--- src/rtl/rename_unit.sv ---
// Register rename stage for a dual-issue front end: maps architectural registers to ROB tags.
// Optional statistics counters are built only when RENAME_STATS_EN is defined.
module rename_unit (
  input  logic        clk,
  input  logic        reset,
  input  logic        in_valid,
  output logic        in_ready,
  input  logic        in_mul_a,
  input  logic        in_mul_b,
  input  logic [2:0]  in_rd_a,
  input  logic [2:0]  in_rd_b,
  input  logic [2:0]  in_rs1a,
  input  logic [2:0]  in_rs2a,
  input  logic [2:0]  in_rs1b,
  input  logic [2:0]  in_rs2b,
  input  logic [2:0]  rob_next,
  input  logic        rob_commit_valid,
  input  logic [2:0]  rob_commit_tag,
  output logic        out_new_instr,
  output logic        out_mul_a,
  output logic        out_mul_b,
  output logic [2:0]  out_rd_a,
  output logic [2:0]  out_rd_b,
  output logic [2:0]  out_src1a,
  output logic [2:0]  out_src2a,
  output logic [2:0]  out_src1b,
  output logic [2:0]  out_src2b,
  output logic        out_src1a_valid,
  output logic        out_src2a_valid,
  output logic        out_src1b_valid,
  output logic        out_src2b_valid,
  output logic [3:0]  free_count,
  output logic [15:0] stall_cycles,
  output logic [15:0] pairs_renamed
);

  // Handshake: a pair transfers on the rising edge where in_valid && in_ready;
  // in_ready depends only on registered state, never on in_valid.

  logic [7:0] map_busy;
  logic [2:0] map_tag [8];

  logic [7:0] busy_nxt;
  logic [2:0] tag_nxt [8];
  logic [7:0] pending;
  logic       accept;
  logic       commit_counts;
  logic [2:0] tag_a;
  logic [2:0] tag_b;
  logic [3:0] free_nxt;

  logic [2:0] src1a_c, src2a_c, src1b_c, src2b_c;
  logic       v1a_c, v2a_c, v1b_c, v2b_c;

  assign in_ready      = (free_count >= 4'd2);
  assign accept        = in_valid && in_ready;
  assign tag_a         = rob_next;
  assign tag_b         = rob_next + 3'd1;
  assign commit_counts = rob_commit_valid && (free_count != 4'd8);

  // An entry is still pending unless its producer commits this very cycle.
  always_comb begin
    pending = '0;
    for (int i = 0; i < 8; i++) begin
      pending[i] = map_busy[i] &&
                   !(rob_commit_valid && (map_tag[i] == rob_commit_tag));
    end
  end

  always_comb begin
    src1a_c = pending[in_rs1a] ? map_tag[in_rs1a] : in_rs1a;
    v1a_c   = !pending[in_rs1a];
    src2a_c = pending[in_rs2a] ? map_tag[in_rs2a] : in_rs2a;
    v2a_c   = !pending[in_rs2a];
    src1b_c = pending[in_rs1b] ? map_tag[in_rs1b] : in_rs1b;
    v1b_c   = !pending[in_rs1b];
    src2b_c = pending[in_rs2b] ? map_tag[in_rs2b] : in_rs2b;
    v2b_c   = !pending[in_rs2b];
    // b reading a's destination must wait on a, whatever the table says.
    if (in_rs1b == in_rd_a) begin
      src1b_c = tag_a;
      v1b_c   = 1'b0;
    end
    if (in_rs2b == in_rd_a) begin
      src2b_c = tag_a;
      v2b_c   = 1'b0;
    end
  end

  // Commit clears first, then a's write, then b's write, so later writers win.
  always_comb begin
    busy_nxt = map_busy;
    for (int i = 0; i < 8; i++) begin
      tag_nxt[i] = map_tag[i];
      if (rob_commit_valid && map_busy[i] && (map_tag[i] == rob_commit_tag)) begin
        busy_nxt[i] = 1'b0;
      end
    end
    if (accept) begin
      busy_nxt[in_rd_a] = 1'b1;
      tag_nxt[in_rd_a]  = tag_a;
      busy_nxt[in_rd_b] = 1'b1;
      tag_nxt[in_rd_b]  = tag_b;
    end
  end

  always_comb begin
    case ({accept, commit_counts})
      2'b10:   free_nxt = free_count - 4'd2;
      2'b01:   free_nxt = free_count + 4'd1;
      2'b11:   free_nxt = free_count - 4'd1;
      default: free_nxt = free_count;
    endcase
  end

  always_ff @(posedge clk) begin
    if (reset) begin
      map_busy <= '0;
      for (int i = 0; i < 8; i++) begin
        map_tag[i] <= '0;
      end
      free_count <= 4'd8;
    end else begin
      map_busy <= busy_nxt;
      for (int i = 0; i < 8; i++) begin
        map_tag[i] <= tag_nxt[i];
      end
      free_count <= free_nxt;
    end
  end

  // Source valid flags reset high: an empty map means every operand is in the register file.
  always_ff @(posedge clk) begin
    if (reset) begin
      out_new_instr   <= 1'b0;
      out_mul_a       <= 1'b0;
      out_mul_b       <= 1'b0;
      out_rd_a        <= '0;
      out_rd_b        <= '0;
      out_src1a       <= '0;
      out_src2a       <= '0;
      out_src1b       <= '0;
      out_src2b       <= '0;
      out_src1a_valid <= 1'b1;
      out_src2a_valid <= 1'b1;
      out_src1b_valid <= 1'b1;
      out_src2b_valid <= 1'b1;
    end else begin
      out_new_instr <= accept;
      if (accept) begin
        out_mul_a       <= in_mul_a;
        out_mul_b       <= in_mul_b;
        out_rd_a        <= in_rd_a;
        out_rd_b        <= in_rd_b;
        out_src1a       <= src1a_c;
        out_src2a       <= src2a_c;
        out_src1b       <= src1b_c;
        out_src2b       <= src2b_c;
        out_src1a_valid <= v1a_c;
        out_src2a_valid <= v2a_c;
        out_src1b_valid <= v1b_c;
        out_src2b_valid <= v2b_c;
      end
    end
  end

`ifdef RENAME_STATS_EN
  logic [15:0] stall_q;
  logic [15:0] pairs_q;

  always_ff @(posedge clk) begin
    if (reset) begin
      stall_q <= '0;
      pairs_q <= '0;
    end else begin
      if (in_valid && !in_ready && (stall_q != 16'hFFFF)) begin
        stall_q <= stall_q + 16'd1;
      end
      if (accept && (pairs_q != 16'hFFFF)) begin
        pairs_q <= pairs_q + 16'd1;
      end
    end
  end

  assign stall_cycles  = stall_q;
  assign pairs_renamed = pairs_q;
`else
  assign stall_cycles  = '0;
  assign pairs_renamed = '0;
`endif

endmodule

--- config.mk ---
export PLATFORM = sky130hd
export DESIGN_NAME = rename_unit
export DESIGN_NICKNAME = d
export VERILOG_FILES = /design/src/rtl/rename_unit.sv
export SDC_FILE = /design/constraint.sdc
export NUM_CORES = 1
export LEC_CHECK = 0
export ABC_CLOCK_PERIOD_IN_PS = 2700
export BUFFER_PORTS_ARGS = -buffer_cell sky130_fd_sc_hd__buf_2
export CORE_UTILIZATION = 31
export CTS_BUF_LIST = sky130_fd_sc_hd__clkbuf_8
export DETAILED_ROUTE_END_ITERATION = 12
export GPL_TIMING_DRIVEN = 1
export PLACE_DENSITY = 0.62
export SYNTH_ARGS = -nofsm -noshare
export SYNTH_HDL_FRONTEND = slang
export SYNTH_SLANG_ARGS = --single-unit
--- constraint.sdc ---
create_clock -name clk -period 2.7 [get_ports clk]
set_clock_uncertainty 0.15 [all_clocks]
set_input_delay 0.54 -clock clk [delete_from_list [all_inputs] [get_ports clk]]
set_output_delay 0.54 -clock clk [all_outputs]
set_load 0.05 [all_outputs]
# Word level (Yosys, flattened, before mapping)

Memory sizes are Yosys's and may differ from the RTL's.
Index checks and enable logic that the tools add are counted.

Memory bits (read-only): 0
Memories: 1
Register bits after elaboration: 37
Output and inout port bits: 62
Bits in latches: 0
Memory bits (writable): 24
Input bits: 30

Shifts and indexed selects: 0
Div/mod/pow operators: 0
Mux-type cells: 48
Add/subtract/negate cells: 4
Bitwise logic cells: 12
Magnitude comparators: 13
Reduce and logical (&&, ||, !) cells: 51
$mul: 0
Eq/ne operators: 14

Memory list:

| name    | words | width | rd ports | clocked after memory_dff | write ports | line | source |
|---|---|---|---|---|---|---|---|
| map_tag | 8     | 3     | 12       | 0                        | 8           | 41   | `logic [2:0] map_tag [8];` |

Operators with widths:

| kind                | number |
|---|---|
| $bwmux 24           | 2 |
| $mux 3              | 16 |
| $logic_and 1x1->1   | 38 |
| $eq 3x3->1          | 10 |
| $lt 3x4->1 const B  | 6 |
| $mux 24             | 1 |
| $mux 1              | 19 |
| $demux 3 s3         | 2 |
| $or 8x8->8          | 2 |
| $bmux 1 s3          | 4 |
| $logic_not 1->1     | 12 |
| $pmux 4 s3          | 1 |
| $ge 4x4->1 const B  | 2 |
| $lt 4x1->1 const B  | 2 |
| $mux 8              | 1 |
| $not 3->4           | 2 |
| $or 1x1->1          | 8 |
| $demux 1 s3         | 2 |
| $ge 3x1->1 const B  | 2 |
| $add 4x1->4 const B | 1 |
| $eq 2x2->1 const B  | 2 |
| $ge 4x2->1 const B  | 1 |
| $ne 4x4->1 const B  | 1 |
| $sub 4x1->4 const B | 1 |
| 4 further kinds     | 4 |

# Longest topological paths before layout

Word-level depth: 9
Mapped depth: 11

# Worst setup path after synthesis

Ideal clock, no wire load.

Path kind: register -> register
Start: register free_count[2]
End: register free_count[2]
Arrival time: 2.759 ns
Stages on the path, launching flop included: 11
Setup time: 0.070 ns
Slack: -0.278 ns
Cells stage by stage: dfxtp_1 clkbuf_1 or3_1 nand2_1 clkbuf_1 nor2_1 xnor2_1 ha_1 a211oi_1 a311o_1 a21oi_1

Cells in the longest elaborated chain, start to end: 4

RTL lines:

| what                                            | line | source |
|---|---|---|
| start, declared                                 | 32   | `output logic [3:0] free_count,` |
| start signal, assigned                          | 128  | `free_count <= free_nxt;` |
| $ge 4x2->1 (*)                                  | 55   | `assign in_ready = (free_count >= 4'd2);` |
| named net in_ready                              | 7    | `output logic in_ready,` |
| $logic_and 1x1->1 (*)                           | 56   | `assign accept = in_valid && in_ready;` |
| $eq 2x2->1 or $eq 2x1->1 (tied branches)        | 108  | `case ({accept, commit_counts})` |
| $pmux 4 s3 or $reduce_bool 3->1 (tied branches) | n/a  |  |

Mark *: on every way through the listed nets, which the timed path passes. The rest lies on a longest branch.
A chain may end at the register's enable or synchronous reset.

# Worst setup path after layout

Start: input rob_commit_tag[2]
End: register out_src1b[1]

Cells in the longest elaborated chain, start to end: 8

RTL lines:

| what                             | line | source |
|---|---|---|
| start, declared                  | 18   | `input logic [2:0] rob_commit_tag,` |
| $eq 3x3->1                       | 66   | `!(rob_commit_valid && (map_tag[i] == rob_commit_tag));` |
| $logic_and 1x1->1                | 66   |  |
| $logic_not 1->1                  | 66   |  |
| $logic_and 1x1->1                | 65   | `pending[i] = map_busy[i] &&` |
| $bmux 1 s3 (*)                   | 75   | `src1b_c = pending[in_rs1b] ? map_tag[in_rs1b] : in_rs1b;` |
| $mux 1 (not written as such) (*) | 75   |  |
| $mux 3 (*)                       | 75   |  |
| $mux 3 (*)                       | 80   | `if (in_rs1b == in_rd_a) begin` |
| end signal, assigned             | 157  | `out_src1b <= src1b_c;` |
| end, declared                    | 26   | `output logic [2:0] out_src1b,` |

Mark *: on every way between the ends. The rest lies on a longest branch, timed or not. The select of a mux whose other input is x is not followed.

==> qor.yml <==
power:
  power_leakage_nw: 2.24
  power.share.clock_pct: 30.0
  power-per-cell-area_nw_per_um2: 630
  netSwitchingPower_mw: 1.33
  irDropWorstVdd_v: 0.000237
  p_int_mw: 2.05
  power.combinational.fraction_pct: 37.5
  seqPwrFrac_pct: 32.6
  netSwitchingFraction_pct: 39.5
grt:
  grt_pass1_vias: 4135
  globalRouteOverflowTotal: 0
  grt_pass1_wl_um: 23200
  grt_antenna_before_repair: 0
  grt_start_max_net_pins: 40
  grt_use_total_pct: 20.7
yosys:
  most_numerous_cell_in_the_yosys_netlist: "dfxtp_1"
  netlist_top_cells_area: "dfxtp_1 (27%), mux4_2 (10%), xor2_1 (7.2%), buf_4 (5.5%), nor2_1 (4.9%)"
  ys_ff_latch: 61
  synth_cell_types: 54
  postSynthCellCount: 536
  yosysTopAreaCellShare_pct: 27.0
  combinational_family_with_the_most_area_after_synthesis: "compound AO/OA/AOI/OAI gates"
  synth_mux_area_share_pct: 17.1
  synth_compound_gate_area_share_pct: 20.1
  synth_top_area_cell: "dfxtp_1"
  warnings_from_yosys: 0
  post_synth_and_or_nand_nor_area_fraction_pct: 16.5
  ys_dominant_reg_cell: "dfxtp_1"
  ys_seq_area_share_pct: 27.0
  mappedNetlistArea_sq_um: 4520
  edff_count_synth: 0
  synth_xor_xnor_area_share_pct: 8.34
  ranking_of_synthesized_cells_by_instance_count: "dfxtp_1 (61), nor2_1 (59), nand2_1 (45)"
  async_flop_share_pct: 0
  synthesized_area_divided_by_synthesized_cell_count_sq_um: 8.43
  post_synth_fa_ha_maj_area_fraction_pct: 0.831
setup_path:
  critPathMaxStageDelay_ps: 600
  reg2reg_from: "map_tag[4][0]"
  cp.required_ps: 2810
  arrival_ps: 2630
  critical_path.top_delay_family: "multiplexers"
  timing.critical_path.from_type: "primary input"
  critPathCaptureType: "register"
  path_common_cell: "mux2i_1"
  timing.critical_path.fanout_max: 8
  reg2reg_slack_ps: 180
  cpMaxStageDelayCell: "mux4_2"
  cp_cell_sequence: "buf_2, xor2_1, o41ai_1, mux2i_1, mux4_2, mux2i_1, a211oi_1"
  worst_setup_path_type: "in -> reg"
  critical_path_buf_inv_count: 1
  crit_startpoint: "rob_commit_tag[2]"
sta:
  timing_worst_slew_pin_value_ps: 814
  rsz0062_at_grt: "false"
  count_of_pins_over_their_slew_limit: 0
  fin_crit_sh_pct: 93.4
  fmaxAchievable_ghz: 0.397
  shortest_clock_period_the_worst_path_allows_after_layout_ps: 2520
  setup_viol: 0
  worst_slew_slack_as_a_fraction_of_its_limit_pct: 45.7
  finalHoldViolCount: 0
  finalHoldWorstSlack_ps: 284
clocking:
  numCtsBuffers: 9
  worst_setup_hold_path_clk_slew_ps: 70
  ctsRootBufferMaster: "clkbuf_8"
  clk_latency_ps: 350
  cts_tree: "built"
  htree_levels: 3
  tritoncts_num_sinks: 61
  cts_hold_buf: 0
  clock_tree.buffer_depth: 2
die:
  die_footprint_sq_um: 15100
  floorplan.io_pins: 92
  fp.dieW_um: 123
  fp.dieH_um: 123
  placeable_core_region_sq_um: 14000
  standard_cell_row_count: 43
  initial_utilization_pct: 32.2
cells_and_area:
  flow.area_growth_from_synthesis_pct: 18.6
  num-fill-cells: 1415
  nets: 646
  n_antenna_cell: 0
  drive_above_1_share_pct: 25.2
  final_cells: 798
placed_design:
  dp_hpwl_um: 11600
  placed_cells_incl_taps: 782
  gp_routability_congestion: 1.02
  portBuffers: 59
route:
  drtAntennaViolNets: 0
  first_pass_iters: 5
  route.detailed.vias_per_inst: 5.50
  post_route_drc: 0
  post_route_wl_um: 15000
  detail_route.iter0.violations: 403
  routedWlPerCell_um: 18.8
  via_count: 4389
worst_hold_path:
  holdCritPathClass: "in -> reg"
  min_delay_src: "in_mul_a"
run_status:
  result_of_the_run: "finished, final reports clean"
run:
  maxCapViolCount: 0
-- timing repair --
item,in CTS,in global routing
setup buffers,0,0
resized for setup,0,1
setup endpoints to repair,0,2
-- layout make-up --
cell class	instances	area [sq um]	share of cell area, %
timing repair buffer	108	663	12.4
clock inverter	6	103	1.91
sequential	61	1220	22.8
multi-input combinational	423	2970	55.5
inverter	10	37.5	0.700
tap	180	225	4.20
clock buffer	10	138	2.57
-- final timing paths --
check,cells past startpoint,end
max,7,out_src1b[1]
min,3,out_mul_a
max reg2reg,6,out_src1b[1]
min reg2reg,2,out_mul_a
-- tightest hold or removal path: stages --
cell     delay, ps
buf_2          100
nand2_1         50
a21oi_1         50
-- per-stage QoR --
stage / worst slack, ps / total power, mW / area (sq um) / TNS [ps] / utilization (%)
after CTS: 97.9 / 3.38 / 5350 / 0 / 38.1
final: 178 / 3.38 / 5360 / 0 / 38.2
after global routing: 75.1 / 3.53 / 5360 / 0 / 38.2
after global placement: -117 / 2.35 / 5110 / -229 / 36.4
after floorplan: 0.364 / 2.05 / 4640 / 0 / -
after detailed placement: -191 / 2.37 / 5110 / -540 / 36.4
-- cells in the final DEF (no fill, tap or decap), types with 21 or more instances in the layout --
cell type  count
a21oi_1       29
nor2_1        59
dfxtp_1       61
nand2_1       45
xor2_1        37
conb_1        32
mux2i_1       22
mux4_2        21
buf_4         49
buf_2         59
-- cells by family (layout without fill, tap and decap cells) --
| logic type | after synthesis | count (layout) |
|---|---|---|
| other | 1 | 32 |
| adders and majority gates | 3 | 3 |
| DFF | 61 | 61 |
| buffers and inverters | 83 | 134 |
| xor gates and xnor gates | 43 | 43 |
| and+or+nand+nor | 164 | 164 |
| muxes | 50 | 50 |
| AOI/OAI and AO/OA | 131 | 131 |
-- flip-flops by register name, summed over array words and instances (netlist names), 3 cells and up --
name / count
out_src2a: 3
map_busy: 8
out_rd_b: 3
map_tag: 24
out_src1b: 3
out_src1a: 3
free_count: 4
out_rd_a: 3
out_src2b: 3
-- power by group through the flow --
stage	registers [mW]	clock network [mW]	logic, mW
6_report	1.10	1.01	1.27
3_3_place_gp	1.12	0	1.23
2_1_floorplan	1.32	0	0.727
5_1_grt	1.11	1.06	1.36
3_5_place_dp	1.12	0	1.25
4_1_cts	1.10	1.03	1.26
-- layer usage --
| metal | GRT usage, % | share of wire, % | up-vias |
|---|---|---|---|
| met4 | 8.31 | 2.8 | 0 |
| met3 | 4.46 | 8.6 | 36 |
| li1 | - | - | 2049 |
| met5 | 0 | 0 | - |
| met2 | 30.9 | 44 | 233 |
| met1 | 28.9 | 45 | 2071 |
Power figures use the tool's default switching activity.
